### src/rtl/univ_shift_reg.sv
// Universal shift register: parallel load, single-step shifts/rotates and
// counted burst shifts driven by a small IDLE/RUN/DONE controller.
module univ_shift_reg #(
  parameter int WIDTH = 16,
  parameter int CNT_W = 5
) (
  input  logic             clk,
  input  logic             reset,
  input  logic [WIDTH-1:0] in,
  input  logic             ld,
  input  logic             shift,
  input  logic [2:0]       mode,
  input  logic             serial_in,
  input  logic             start,
  input  logic [CNT_W-1:0] count,
  output logic [WIDTH-1:0] out,
  output logic             serial_out,
  output logic             busy,
  output logic             done
);

  typedef enum logic [1:0] {
    IDLE = 2'd0,
    RUN  = 2'd1,
    DONE = 2'd2
  } state_t;

  state_t           state_r, state_s;
  logic [WIDTH-1:0] out_r, out_s;
  logic             sout_r, sout_s;
  logic [CNT_W-1:0] rem_r, rem_s;
  logic [2:0]       mode_r, mode_s;
  logic [WIDTH:0]   step_s;
  logic             busy_s, done_s;

  // One shift step; result is {bit shifted out, new register value}.
  // Reserved modes return the inputs untouched so they act as hold.
  function automatic logic [WIDTH:0] shift_step(
    input logic [WIDTH-1:0] v,
    input logic [2:0]       m,
    input logic             si,
    input logic             so
  );
    case (m)
      3'b000:  shift_step = {v[0], si, v[WIDTH-1:1]};
      3'b001:  shift_step = {v[WIDTH-1], v[WIDTH-2:0], si};
      3'b010:  shift_step = {v[0], v[WIDTH-1], v[WIDTH-1:1]};
      3'b011:  shift_step = {v[0], v[0], v[WIDTH-1:1]};
      3'b100:  shift_step = {v[WIDTH-1], v[WIDTH-2:0], v[WIDTH-1]};
      default: shift_step = {so, v};
    endcase
  endfunction

  // State register.
  always_ff @(posedge clk or posedge reset) begin
    if (reset) begin
      state_r <= IDLE;
    end else begin
      state_r <= state_s;
    end
  end

  // Next-state logic: IDLE arbitrates ld > start > shift.
  always_comb begin
    state_s = state_r;
    case (state_r)
      IDLE: begin
        if (ld) begin
          state_s = IDLE;
        end else if (start) begin
          state_s = (count != {CNT_W{1'b0}}) ? RUN : DONE;
        end else begin
          state_s = IDLE;
        end
      end
      RUN: begin
        if (rem_r == CNT_W'(1)) begin
          state_s = DONE;
        end else begin
          state_s = RUN;
        end
      end
      DONE:    state_s = IDLE;
      default: state_s = IDLE;
    endcase
  end

  // Output decode of the controller state.
  always_comb begin
    busy_s = 1'b0;
    done_s = 1'b0;
    case (state_r)
      RUN:     busy_s = 1'b1;
      DONE:    done_s = 1'b1;
      default: begin
        busy_s = 1'b0;
        done_s = 1'b0;
      end
    endcase
  end

  // Datapath next values; a burst uses the latched mode but live serial_in.
  always_comb begin
    out_s  = out_r;
    sout_s = sout_r;
    rem_s  = rem_r;
    mode_s = mode_r;
    step_s = {sout_r, out_r};
    case (state_r)
      IDLE: begin
        if (ld) begin
          out_s = in;
        end else if (start) begin
          mode_s = mode;
          rem_s  = count;
        end else if (shift) begin
          step_s = shift_step(out_r, mode, serial_in, sout_r);
          out_s  = step_s[WIDTH-1:0];
          sout_s = step_s[WIDTH];
        end else begin
          out_s = out_r;
        end
      end
      RUN: begin
        step_s = shift_step(out_r, mode_r, serial_in, sout_r);
        out_s  = step_s[WIDTH-1:0];
        sout_s = step_s[WIDTH];
        rem_s  = rem_r - CNT_W'(1);
      end
      default: begin
        out_s = out_r;
      end
    endcase
  end

  // Datapath registers.
  always_ff @(posedge clk or posedge reset) begin
    if (reset) begin
      out_r  <= {WIDTH{1'b0}};
      sout_r <= 1'b0;
      rem_r  <= {CNT_W{1'b0}};
      mode_r <= 3'b000;
    end else begin
      out_r  <= out_s;
      sout_r <= sout_s;
      rem_r  <= rem_s;
      mode_r <= mode_s;
    end
  end

  assign out        = out_r;
  assign serial_out = sout_r;
  assign busy       = busy_s;
  assign done       = done_s;

endmodule
### config.mk
export PLATFORM = sky130hd
export DESIGN_NAME = univ_shift_reg
export DESIGN_NICKNAME = d
export VERILOG_FILES = /design/src/rtl/univ_shift_reg.sv
export SDC_FILE = /design/constraint.sdc
export NUM_CORES = 1
export LEC_CHECK = 0
export CORE_MARGIN = 3
export CORE_UTILIZATION = 55
export CTS_CLUSTER_SIZE = 10
export DETAILED_ROUTE_END_ITERATION = 12
export HOLD_SLACK_MARGIN = 0.08
export PLACE_DENSITY_LB_ADDON = 0.3
export REMOVE_ABC_BUFFERS = 1
export SLEW_MARGIN = 15
export SYNTH_ARGS = -nofsm -noshare
export SYNTH_HDL_FRONTEND = slang
export SYNTH_SLANG_ARGS = --single-unit
### constraint.sdc
create_clock -name clk -period 2.85 [get_ports clk]
set_input_delay 0.4275 -clock clk [delete_from_list [all_inputs] [get_ports clk]]
set_output_delay 0.4275 -clock clk [all_outputs]
set_load 0.01 [all_outputs]
**After elaboration in Yosys (flattened, before gate mapping)**

Index checks and enable logic that the tools add are counted.

- Register bits after elaboration: 27
- Latch bits: 0
- RAM bits: 0
- ROM bits: 0
- Input bits: 30
- Output and inout bits: 19
- Logic and storage cells: 62
- Memories: 0

- Add/subtract/negate cells: 1
- Multiply operators: 0
- Divide/modulo/power cells: 0
- Magnitude comparators: 0
- Equality and inequality tests: 24
- Shifts and indexed selects: 0
- Mux-type cells: 20
- Bitwise gates (word level): 1
- Reductions and logical operators: 10

Operator list:

| cell | number |
|---|---|
| 17-bit one-hot mux with 5 select lines | 2 |
| 16-bit two-way mux | 3 |
| 16-bit one-hot mux with 2 select lines | 1 |
| 3-bit by 2-bit == test with 1-bit output, second input constant | 4 |
| 6-bit by 1-bit inequality test with 1-bit output, second input constant | 2 |
| 5-bit two-way mux | 2 |
| 2-bit inequality test, second input constant | 5 |
| 5-bit one-hot mux with 2 select lines | 1 |
| 3-bit inequality test, second input constant | 3 |
| 2-bit two-way mux | 4 |
| 7-bit by 2-bit inequality test with 1-bit output, second input constant | 1 |
| 7-bit AND reduction | 1 |
| 3-bit by 1-bit == test with 1-bit output, second input constant | 2 |
| 3-bit == test, second input constant | 2 |
| 3-bit zero test | 2 |
| 6-bit by 2-bit inequality test with 1-bit output, second input constant | 1 |
| 3-bit AND reduction | 2 |
| 6-bit AND reduction | 1 |
| 5-bit by 1-bit == test with 1-bit output, second input constant | 1 |
| 1-bit two-way mux | 5 |
| 5-bit by 1-bit inequality test with 1-bit output, second input constant | 1 |
| 5-bit AND reduction | 1 |
| 5-bit nonzero test | 1 |
| 5-bit by 1-bit subtractor with 5-bit output, second input constant | 1 |
| other kinds (7) | 7 |

**Logic depth before layout (Yosys ltp)**

Gate-level depths: netlist of the first run.

- Depth in word-level cells: 6
- Depth in mapped cells: 7
- Mapped depth without buffers: 5

**Worst setup path after synthesis of the first run**

OpenSTA, ideal clock, no wires.

- Path type: input to register
- Start point: input mode[0]
- End point: register out_r[1] (netlist: out[1])
- Setup time: 0.128 ns
- Arrival time: 1.517 ns
- Required time: 2.722 ns
- Path slack: 1.205 ns
- Cell stages on the path: 7
- Buffers on the path: 3
- Path through: buf_6 > o21a_2 > o21ai_1 > and2_1 > buf_2 > buf_4 > o32ai_1

- Word-level cells in the longest chain between the ends: 6
- Elaborated cells on any way between the ends: 12
- Classes of those cells: eq/ne (5); mux (5); reduce/logical (2)

RTL lines:

| element | line | source |
|---|---|---|
| start: declaration | 12 | `input logic [2:0] mode,` |
| 3-bit == test (tied with other cells) | 44 | `case (m)` |
| 17-bit one-hot mux with 5 select lines | 44 |  |
| 16-bit two-way mux | 116 | `end else if (shift) begin` |
| 16-bit two-way mux | 113 | `end else if (start) begin` |
| 16-bit two-way mux | 111 | `if (ld) begin` |
| 16-bit one-hot mux with 2 select lines | 109 | `case (state_r)` |
| end signal: assignment | 139 | `out_r <= {WIDTH{1'b0}};` |
| end signal: assignment | 144 | `out_r <= out_s;` |
| end: declaration | 29 | `logic [WIDTH-1:0] out_r, out_s;` |

Parallel ways exist; a longest one is shown, timed or not. The select of a mux whose other input is x is not followed.
A chain may end at the register's enable or synchronous reset.

**Worst setup path after layout of the first run**

- Start point: register state_r[1]
- End point: output busy

- Word-level cells in the longest chain between the ends: 2

RTL lines:

| element | line | source |
|---|---|---|
| start: declaration | 28 | `state_t state_r, state_s;` |
| start signal: assignment | 59 | `state_r <= state_s;` |
| 2-bit by 1-bit == test with 1-bit output | 92 | `case (state_r)` |
| 1-bit two-way mux | 92 |  |
| end: declaration | 18 | `output logic busy,` |

No other way between the ends.

==> results of run 1 <==
path summary, 6_finish.rpt:
path	endpoint	slack, ns	start
min in group clk	serial_out	0.62	serial_out
setup reg to reg	out[1]	0.74	mode_r[0]
hold reg to reg	serial_out	0.62	serial_out
max in group asynchronous	mode_r[2]	2.09	reset
setup / recovery	busy	0.51	state_r[1]
hold / removal	out[4]	0.51	reset
area by class of cell:
type | count | share of cell area
clock buffer | 4 | 0.0160
sequential | 27 | 0.240
timing repair buffer | 58 | 0.197
inverter | 8 | 0.0107
tap | 48 | 0.0213
multi-input combinational | 207 | 0.515
per-stage QoR:
| stage | area (sq um) | utilization | hold WS (ns) | instances | power (uW) |
|---|---|---|---|---|---|
| 6_report | 2820 | 0.737 | 0.506 | 352 | 3040 |
| 5_1_grt | 2820 | 0.737 | 0.576 | 352 | 3310 |
| 4_1_cts | 2810 | 0.734 | 0.519 | 352 | 3030 |
| 3_5_place_dp | 2760 | 0.722 | 0.608 | 348 | 2800 |
| 2_1_floorplan | 2130 | - | 0.480 | 242 | 2090 |
| 3_3_place_gp | 2760 | 0.722 | 0.593 | 348 | 2750 |
kinds of logic (layout without fill, tap and decap cells):
| kind of cell | after synthesis | count (layout) |
|---|---|---|
| xor gates and xnor gates | 5 | 5 |
| muxes | 9 | 9 |
| buffers and inverters | 37 | 70 |
| adders and majority gates | 2 | 2 |
| DFF | 27 | 27 |
| AOI/OAI and AO/OA | 131 | 131 |
| and+or+nand+nor | 60 | 60 |
flip-flops by register name, summed over array words and instances, names as in the netlist:
name / cells
mode_r: 3
out: 16
rem_r: 5
serial_out: 1
state_r: 2
layer usage:
layer | wire [um] | global-route usage | vias to the layer above | part of all wire
li1 | - | - | 1099 | -
met1 | 2520 | 0.347 | 1074 | 0.43
met2 | 2820 | 0.386 | 101 | 0.49
met3 | 407 | 0.0288 | 6 | 0.070
met4 | 51 | 0.0638 | 0 | 0.0088
met5 | 0 | 0 | - | 0
cell usage in the layout (no fill, tap or decap), types with 3 or more instances in the layout:
cell type | synthesis | layout
sky130_fd_sc_hd__nor3_1 | 5 | 5
sky130_fd_sc_hd__mux2_2 | 3 | 3
sky130_fd_sc_hd__mux2i_1 | 4 | 4
sky130_fd_sc_hd__o221ai_1 | 13 | 13
sky130_fd_sc_hd__nor3b_1 | 13 | 13
sky130_fd_sc_hd__dfrtp_1 | 27 | 27
sky130_fd_sc_hd__clkdlybuf4s50_1 | 0 | 48
sky130_fd_sc_hd__a31oi_1 | 13 | 13
sky130_fd_sc_hd__o21ai_0 | 16 | 16
sky130_fd_sc_hd__a21oi_1 | 20 | 20
sky130_fd_sc_hd__nand2b_1 | 15 | 15
sky130_fd_sc_hd__o22ai_1 | 5 | 5
sky130_fd_sc_hd__clkbuf_8 | 0 | 3
sky130_fd_sc_hd__nand2_1 | 4 | 4
sky130_fd_sc_hd__o21a_1 | 29 | 29
sky130_fd_sc_hd__buf_4 | 1 | 10
sky130_fd_sc_hd__o31ai_1 | 5 | 5
sky130_fd_sc_hd__nor2_1 | 5 | 5
sky130_fd_sc_hd__o21ai_1 | 15 | 15
sky130_fd_sc_hd__inv_1 | 7 | 7
cells in the mapped netlist (all sizes together), types with 2 or more instances:
library cell   n  area, sq um
a211oi         2         15.0
a21oi         20          100
a31oi         14          103
and2           2         12.5
buf           17         92.6
clkbuf        12         45.0
dfrtp         27          676
ha             2         25.0
inv            8         30.0
mux2           5         60.1
mux2i          4         40.0
nand2          4         15.0
nand2b        15         93.8
nand3b         2         15.0
nor2           5         18.8
nor2b          2         12.5
nor3           5         25.0
nor3b         14          110
nor4b          2         17.5
o211ai         2         15.0
o21a          30          226
o21ai         31          155
o221ai        13          114
o22ai          5         31.3
o311ai         2         17.5
o31ai          5         37.5
o32ai          2         17.5
or2            2         12.5
or3            2         12.5
xnor2          4         35.0
power by group:
| group | internal, uW | leakage, uW | switching [uW] |
|---|---|---|---|
| combinational | 964 | 0.000668 | 976 |
| clock | 100 | 0.0000228 | 120 |
| sequential | 590 | 0.000315 | 292 |
worst reg2reg max path: cells and delay by family (launching register included):
kind | cells | cell delay (ns)
AND/OR/NAND/NOR | 2 | 0.87
buffers and inverters | 1 | 0.25
flip-flops | 1 | 0.49
AO/OA/AOI/OAI | 2 | 0.37
==> results summary, run 1 <==
The category of the critical setup timing path is flip-flop to output pin. On the critical path, the stage with the largest delay is an instance of sky130_fd_sc_hd__clkdlybuf4s50_1. The initial antenna violation count came out at 0. After floorplanning, the core was sized to cover 3830 sq um. The final setup slack of the worst path is 0.511 ns. The number of clock buffers inserted by TritonCTS came out at 3. The number of warnings printed during yosys synthesis came out at 0.

The layout filler cell count came out at 293. The global-route total usage across every layer is 0.242. The detail route stage leaves a number of antenna-violating nets equal to 0. The sequential cells in the finished layout cover a total of 676 sq um. Power spread over the standard cell area amounts to 1080 nW/um^2. Of the available clock period, the critical path in the final layout requires 0.821. The remaining global-route overflow came out at 0.

The arrival time at the worst endpoint is 1.91 ns. The number of sinks on the clock net came out at 27. The sum of net half-perimeters after detailed placement is 3.88 mm.

The worst slew margin relative to its limit came out at 0.502. The tree is rooted in a sky130_fd_sc_hd__clkbuf_8. The number of DRC violations after detailed-routing iteration 0 came out at 223.

The final max-slew violation count came out at 0. The clock slew at the register clock pins of the worst setup and hold paths came out at 0.09 ns. The area share of fa/ha/maj cells after synthesis came out at 0.0110. Data on the critical path is required at its endpoint by 2.42 ns.

In the synthesized netlist the async set-or-reset flop fraction comes to 1.00. The reported leakage power is 0.00101 uW. The largest net degree at the start of global routing is 34.

The initial core utilization came out at 0.593. The simple logic cell fraction of the synthesized area is 0.168. After detailed routing, the average wire length per cell comes to 16.5 um. The critical path's largest stage delay came out at 0.62 ns.

The total wirelength of the detailed-routed design came out at 5.80 mm. The number of buffer and inverter instances along the worst setup path came out at 2. The final number of setup-violating endpoints came out at 0. Input and output buffers added on the ports amount to 48. The number of buffers added to fix hold violations after cts is 0. STA classifies the critical path startpoint as a flip-flop.

The hold violation total from the final report is 0. The first TritonRoute pass finished after 5 iterations. After floorplanning, the core was divided into 22 placement rows.

Walking the worst path, the cells encountered are nand2b_1, inv_2, clkdlybuf4s50_1. In this run, post-CTS repair resized a total of 0 instances. The x dimension of the die came out at 70.2 um. The element type at the critical path end is an output pin. The number of H-tree branching levels is 1. The buffers inserted during post-CTS setup optimization is 0. Synthesis instantiated 51 different standard cells from the library. At the pin with the least slew margin, the transition time is 0.746 ns.

The net count of the finished layout is 337. The upper clock frequency limit came out at 0.428 GHz. The count of pins on the block boundary is 49.

The share of synthesized area occupied by flip-flops and latches came out at 0.298. The most used flip-flop cell after synthesis is sky130_fd_sc_hd__dfrtp_1. The count of vias placed by the detailed router is 2280.

TritonCTS built the clock tree. The first global-routing pass estimated 10.1 mm of wire. The mean instance size in the synthesized netlist came out at 8.38 sq um. Using the TritonRoute via totals, the vias-per-cell ratio works out to 6.48. The family with the most delay on the worst path is buffers and inverters. The maximum clock skew at final layout is 0.00358 ns. Across the VDD grid, the largest voltage drop is 647 uV. The die area is 4930 sq um. The count of unresolved DRC violations after routing is 0. The logic depth of the worst register-to-register path came out at 5. The total standard cell area after synthesis is 2270 sq um. The layout-stage area growth over the synthesis result is 24.2%. The run finished with clean final reports. Setup repair after global routing left no endpoint under its margin. The complex-gate fraction of the synthesized area is 0.386. Timing analysis after detailed placement gives a worst setup slack of 0.255 ns.

The synthesized flop and latch total is 27. The routability congestion estimate from global placement came out at 0.851. The number of synthesized flops with an enable pin came out at 0.

The final-layout setup total negative slack is 0 ns. The cell depth of the worst setup path came out at 3. The number of global-route vias before repair came to 2080. From bottom edge to top edge, the die measures 70.2 um. The insertion delay to the later sink of the worst-skew pair came out at 0.27 ns. The path class of the tightest hold or removal check is input pin to async pin. By area, the combinational part of the netlist is dominated by compound AO/OA/AOI/OAI gates. Counting I/O delays and the setup requirement, the final critical path takes 2.34 ns.

The synthesized netlist cell count came out at 271. The largest fanout on the critical path came out at 27. The portion of netlist area occupied by mux cells is 0.0441. The fraction of final layout cells sized beyond drive strength 1 is 0.0757.

The xor-xnor portion of the synthesized cell area is 0.0193. No sink is reached through more buffers than the 2 on the longest clock path. The area of the multi-input gates is 1450 sq um. The antenna cell count came out at 0. The number of maximum-capacitance violations came out at 0.
Note: power is estimated with default switching activity, not from simulation.
==> run 2, diff against run 1 <==
- CORE_UTILIZATION: 55 -> 51
- clock period: 2.85 -> 2.3 ns (I/O delays scaled with it)
==> results summary, run 2 (synthesis results as in run 1) <==
The flow ran to the end, and the final reports show no timing, DRC or antenna violations. For this configuration, the core starts out at a cell density of 0.548. The total wirelength of the detailed-routed design is 6.31 mm. Leaving out fill and tap cells, the most frequent cell in the layout is sky130_fd_sc_hd__clkdlybuf4s50_1. Max-cap violations in this run came to 0. The buffers inserted during post-CTS setup optimization came out at 0. The number of iterations in the first detailed-routing pass came out at 4.

In the final timing run, aggregate negative setup slack is 0 ns. Entering global routing, the biggest net connects 34 pins. The maximum clock skew at final layout came out at 0.00843 ns. Setup repair after global routing left no endpoint under its margin. In the routed design, unresolved DRC markers number 0. The clock drives 27 sinks.

The later pin in the worst-skew pair is clocked with a latency of 0.28 ns. The initial antenna violation count is 0. After clock tree synthesis, the clock-pin slew on the worst setup and hold paths is 0.10 ns. The buffer type at the clock tree root is sky130_fd_sc_hd__clkbuf_8.

The count of vias placed by the detailed router is 2306. The global-route total usage across every layer came out at 0.249. The per-cell via count in the routed design is 6.35. Power comes to 3900 uW. The placement row count came out at 23. The arrival time at the worst endpoint is 1.77 ns. The vertical extent of the die came out at 72.7 um. The count of pins on the block boundary is 49. The number of global-route vias before repair is 2156. The worst reg-to-reg setup slack came out at 0.44 ns. The clock period minus worst slack came out at 2.12 ns. The post-cts sizing count came out at 0. The total power per unit cell area is 1350 nW/um^2. The remaining global-route overflow came out at 0. The worst-case IR drop observed on VDD is 731 uV.

The fraction of final layout cells sized beyond drive strength 1 is 0.102. The fraction of the cycle the final worst path needs came out at 0.921. Data on the critical path is required at its endpoint by 1.96 ns.

The worst slew margin relative to its limit came out at 0.688. The upper clock frequency limit is 0.472 GHz. The wire length per cell came out at 17.4 um. The logic depth of the worst register-to-register path is 6.

The worst setup path is captured at an output pin. The global-route wire length before repair is 10.4 mm. Of all nets on the critical path, the largest fanout is 14.

The final setup slack of the worst path came out at 0.182 ns. The number of DRC violations after detailed-routing iteration 0 came out at 237. The total area inside the core boundary comes to 4140 sq um. The clock passes through at most 2 buffers. After clock tree synthesis, the flow added hold-fix buffers numbering 0. The die area came out at 5290 sq um.

The number of clock buffers inserted by TritonCTS is 3. 0 antenna diodes ended up in the layout. The number of nets with antenna violations after routing came out at 0.

The core occupancy in the finished layout is 0.694. In this run the worst hold path is classified as input pin to async pin. The reported leakage power came out at 0.00105 uW. At the pin with the least slew margin, the transition time is 0.462 ns.

The layout-stage area growth over the synthesis result is 26.8%. The final max-slew violation count came out at 0. The TritonCTS clock tree is yes. The final number of setup-violating endpoints is 0. The sum of net half-perimeters after detailed placement came out at 4.38 mm. The worst setup path is of the flip-flop to output pin kind. The number of H-tree branching levels came out at 1.

Timing analysis after detailed placement gives a worst setup slack of 0.151 ns. The kind of start point of the critical path is a flip-flop. The net count of the finished layout is 346. The total of buffers placed on input and output ports is 48. The flip-flop count of the largest register, all copies and words added is 16. The hold violation total from the final report came out at 0. The x dimension of the die is 72.7 um.

Leaving out fill and tap cells, the most frequent cells in the layout are 48 x sky130_fd_sc_hd__clkdlybuf4s50_1, 29 x sky130_fd_sc_hd__o21a_1, 27 x sky130_fd_sc_hd__dfrtp_1, 20 x sky130_fd_sc_hd__a21oi_1, 19 x sky130_fd_sc_hd__buf_4. The routability congestion estimate from global placement is 0.794.
==> run 2: cell types whose count changed in the layout (fill, tap and decap cells not counted) <==
cell	delta
sky130_fd_sc_hd__xnor2_2	+1
sky130_fd_sc_hd__xnor2_4	-1
sky130_fd_sc_hd__buf_4	+9
==> run 2: critical path: stages, from the launching register on <==
cell and delay [ns]:
sky130_fd_sc_hd__dfrtp_1 0.47, sky130_fd_sc_hd__nand2b_1 0.21, sky130_fd_sc_hd__inv_2 0.23, sky130_fd_sc_hd__clkdlybuf4s50_1 0.59
==> run 2: power breakdown <==
part           switching, uW  internal (uW)
Clock                    157            124
Sequential               340            731
Combinational           1270           1270
==> run 2: layout make-up <==
type                       instances  area [sq um]
clock buffer                       4          45.0
fill                             353          1270
inverter                           8          30.0
multi-input combinational        207          1440
sequential                        27           676
tap                               50          62.6
timing repair buffer              67           623
==> run 2: path summary, 6_finish.rpt <==
path / start / end
worst max-delay path: state_r[1] / busy
worst min-delay path: reset / out[4]
worst max register to register: state_r[1] / serial_out
worst min register to register: serial_out / serial_out
max in group asynchronous: reset / mode_r[2]
min in group clk: serial_out / serial_out
==> run 2: metal layers <==
layer	global-route usage	wire (um)	vias up
li1	-	-	1118
met5	0	0	-
met1	0.354	2890	1113
met4	0.0922	87	0
met2	0.392	2990	67
met3	0.0262	353	8
==> run 2: through the flow <==
stage	instances	area, sq um	hold slack [ns]
floorplan	242	2130	0.398
global placement	359	2830	0.596
detailed placement	359	2830	0.585
CTS	363	2880	0.433
global route	363	2880	0.469
finish	363	2880	0.417
==> run 3, diff against run 2 <==
- MAX_ROUTING_LAYER: unset -> met4
==> results summary, run 3 (synthesis results as in run 1) <==
For the pin with the worst max-slew slack, the measured transition is 0.455 ns. Global routing finished with a remaining overflow of 0. The most common cell after layout, fill and taps aside is sky130_fd_sc_hd__clkdlybuf4s50_1. The analysis attributes to net switching a power of 1770 uW.

The relative contribution of combinational cells to total power came out at 0.653. The clock network fraction of total power is 0.072. The switching share of total power came out at 0.453. The largest fanout on the critical path is 14. The number of clock buffers inserted by TritonCTS came out at 3. The global-route wire length before repair came out at 10.4 mm. The clock slew at the register clock pins of the worst setup and hold paths is 0.10 ns. The worst path needs 2.10 ns of the cycle, external delays included. The core region is 4140 sq um. The largest net degree at the start of global routing came out at 34. Clock tree synthesis found a total of 27 sinks. The final max-slew violation count came out at 0. The critical path is of the flip-flop to output pin type. The routability congestion estimate from global placement came out at 0.805. The maximum clock skew at final layout came out at 0.00699 ns. Data arrives at the worst endpoint at 1.76 ns. The net count of the finished layout is 346. Clock latency on the worst-skew pair, taken at its later pin, is 0.28 ns. The global-route total usage across every layer came out at 0.255. The final number of setup-violating endpoints came out at 0. In this run, the number of DRC markers left after iteration 0 of detailed routing was 194.

In the finished design, the share of the clock period the worst path needs comes to 0.915. Across the run, the number of max-cap violations was 0. The post-cts sizing count is 0. The min-delay analysis places its worst path in the category input pin to async pin. The internal portion of the total power is 2130 uW. The fraction of final layout cells sized beyond drive strength 1 came out at 0.102.

Once detail routing completed, the nets flagged for antenna violations numbered 0. The reported leakage power came out at 0.00105 uW. The worst slew margin relative to its limit came out at 0.692. The count of pins on the block boundary came out at 49. The wire length per cell is 17.3 um.

The required arrival time at the worst endpoint is 1.96 ns. The library cells used most frequently in the layout, excluding fill and tap cells, are 48 x sky130_fd_sc_hd__clkdlybuf4s50_1, 29 x sky130_fd_sc_hd__o21a_1, 27 x sky130_fd_sc_hd__dfrtp_1, 20 x sky130_fd_sc_hd__a21oi_1, 19 x sky130_fd_sc_hd__buf_4. The die area came out at 5290 sq um. The number of buffers added to fix hold violations after cts is 0.

The sum of net half-perimeters after detailed placement is 4.38 mm. At the end of the flow the core is filled with cells to 0.694. The initial antenna violation count is 0.

The number of buffer and inverter instances along the worst setup path came out at 2. The antenna cell count came out at 0. In this run the post-CTS setup repair buffer count came out at 0. The register with the most flip-flops in the layout has 16 of them. The critical path's largest stage delay is 0.59 ns.

TritonCTS built the clock tree. The worst IR drop on VDD is 732 uV. The count of unresolved DRC violations after routing came out at 0. Power comes to 3900 uW.

The pre-antenna-repair detailed-routing pass consisted of 4 iterations. The family with the most delay on the worst path is buffers and inverters. The sequential fraction of design power is 0.275. STA classifies the critical path startpoint as a flip-flop.

Measured along the y axis, the die boundary spans 72.7 um. Setup repair after global routing left no endpoint under its margin. The critical path goes through nand2b_1, inv_2, clkdlybuf4s50_1. The total of buffers placed on input and output ports is 48. The per-cell via count in the routed design came out at 6.36. The number of global-route vias before repair came out at 2154. The slowest stage cell on the critical path is sky130_fd_sc_hd__clkdlybuf4s50_1. In this run the horizontal extent of the chip is 72.7 um. The total wirelength of the detailed-routed design came out at 6.27 mm. The flow ran to the end, and the final reports show no timing, DRC or antenna violations. For this block, the via count after detailed routing is 2308. The tree is rooted in a sky130_fd_sc_hd__clkbuf_8. The element type at the critical path end is an output pin. In this run the power density over the cells is 1350 nW/um^2.

The hold violation total from the final report is 0. The layout filler cell count came out at 353. The number of H-tree branching levels came out at 1. The initial utilization of the core area, before any placement, comes to 0.548.

The placement row count came out at 23. From synthesis to final layout, the design area changed by 26.8%. The longest clock path from root to sink contains 2 buffers. Static timing analysis puts the maximum clock frequency at 0.475 GHz.
run 3: per-layer routing:
| metal | routed length [um] | track usage | up-vias | share of wire |
|---|---|---|---|---|
| met5 | 0 | - | - | 0 |
| met1 | 2860 | 0.349 | 1112 | 0.46 |
| li1 | - | - | 1118 | - |
| met3 | 325 | 0.0248 | 8 | 0.052 |
| met4 | 87 | 0.0922 | 0 | 0.014 |
| met2 | 3000 | 0.395 | 70 | 0.48 |
run 3: area by class of cell:
cell class                 instances  area [sq um]  area share
tap                               50          62.6      0.0217
sequential                        27           676       0.235
clock buffer                       4          45.0      0.0157
inverter                           8          30.0      0.0104
multi-input combinational        207          1440       0.501
timing repair buffer              67           623       0.217
run 3: power by group through the flow:
| stage | combinational, uW | clock (uW) | sequential [uW] |
|---|---|---|---|
| after global placement | 2430 | 0 | 1070 |
| final | 2540 | 281 | 1070 |
| after floorplan | 1470 | 0 | 1120 |
| after CTS | 2540 | 283 | 1070 |
| after global routing | 2790 | 298 | 1110 |
| after detailed placement | 2520 | 0 | 1080 |
run 3: through the flow:
stage | instance area [sq um] | worst slack (ns) | hold slack, ns | setup TNS (ns) | cells
6_report | 2880 | 0.195 | 0.420 | 0 | 363
4_1_cts | 2880 | 0.192 | 0.433 | 0 | 363
3_5_place_dp | 2830 | 0.151 | 0.585 | 0 | 359
5_1_grt | 2880 | 0.0922 | 0.469 | 0 | 363
3_3_place_gp | 2830 | 0.194 | 0.596 | 0 | 359
2_1_floorplan | 2130 | -0.173 | 0.398 | -0.258 | 242
run 3: final timing paths:
path	from	to	slack, ns	depth (start not counted)
setup / recovery	state_r[1]	busy	0.20	3
hold / removal	reset	out[5]	0.42	3
setup reg to reg	mode_r[0]	out[2]	0.46	5
hold reg to reg	serial_out	serial_out	0.60	2
max in group asynchronous	reset	state_r[0]	1.62	3
min in group clk	serial_out	serial_out	0.60	2
run 3: worst reg2reg max path: stages, from the launching register on:
cell,delay (ns)
sky130_fd_sc_hd__dfrtp_1,0.39
sky130_fd_sc_hd__or2_1,0.30
sky130_fd_sc_hd__a31oi_4,0.37
sky130_fd_sc_hd__and2_1,0.34
sky130_fd_sc_hd__buf_4,0.21
sky130_fd_sc_hd__a31oi_1,0.10
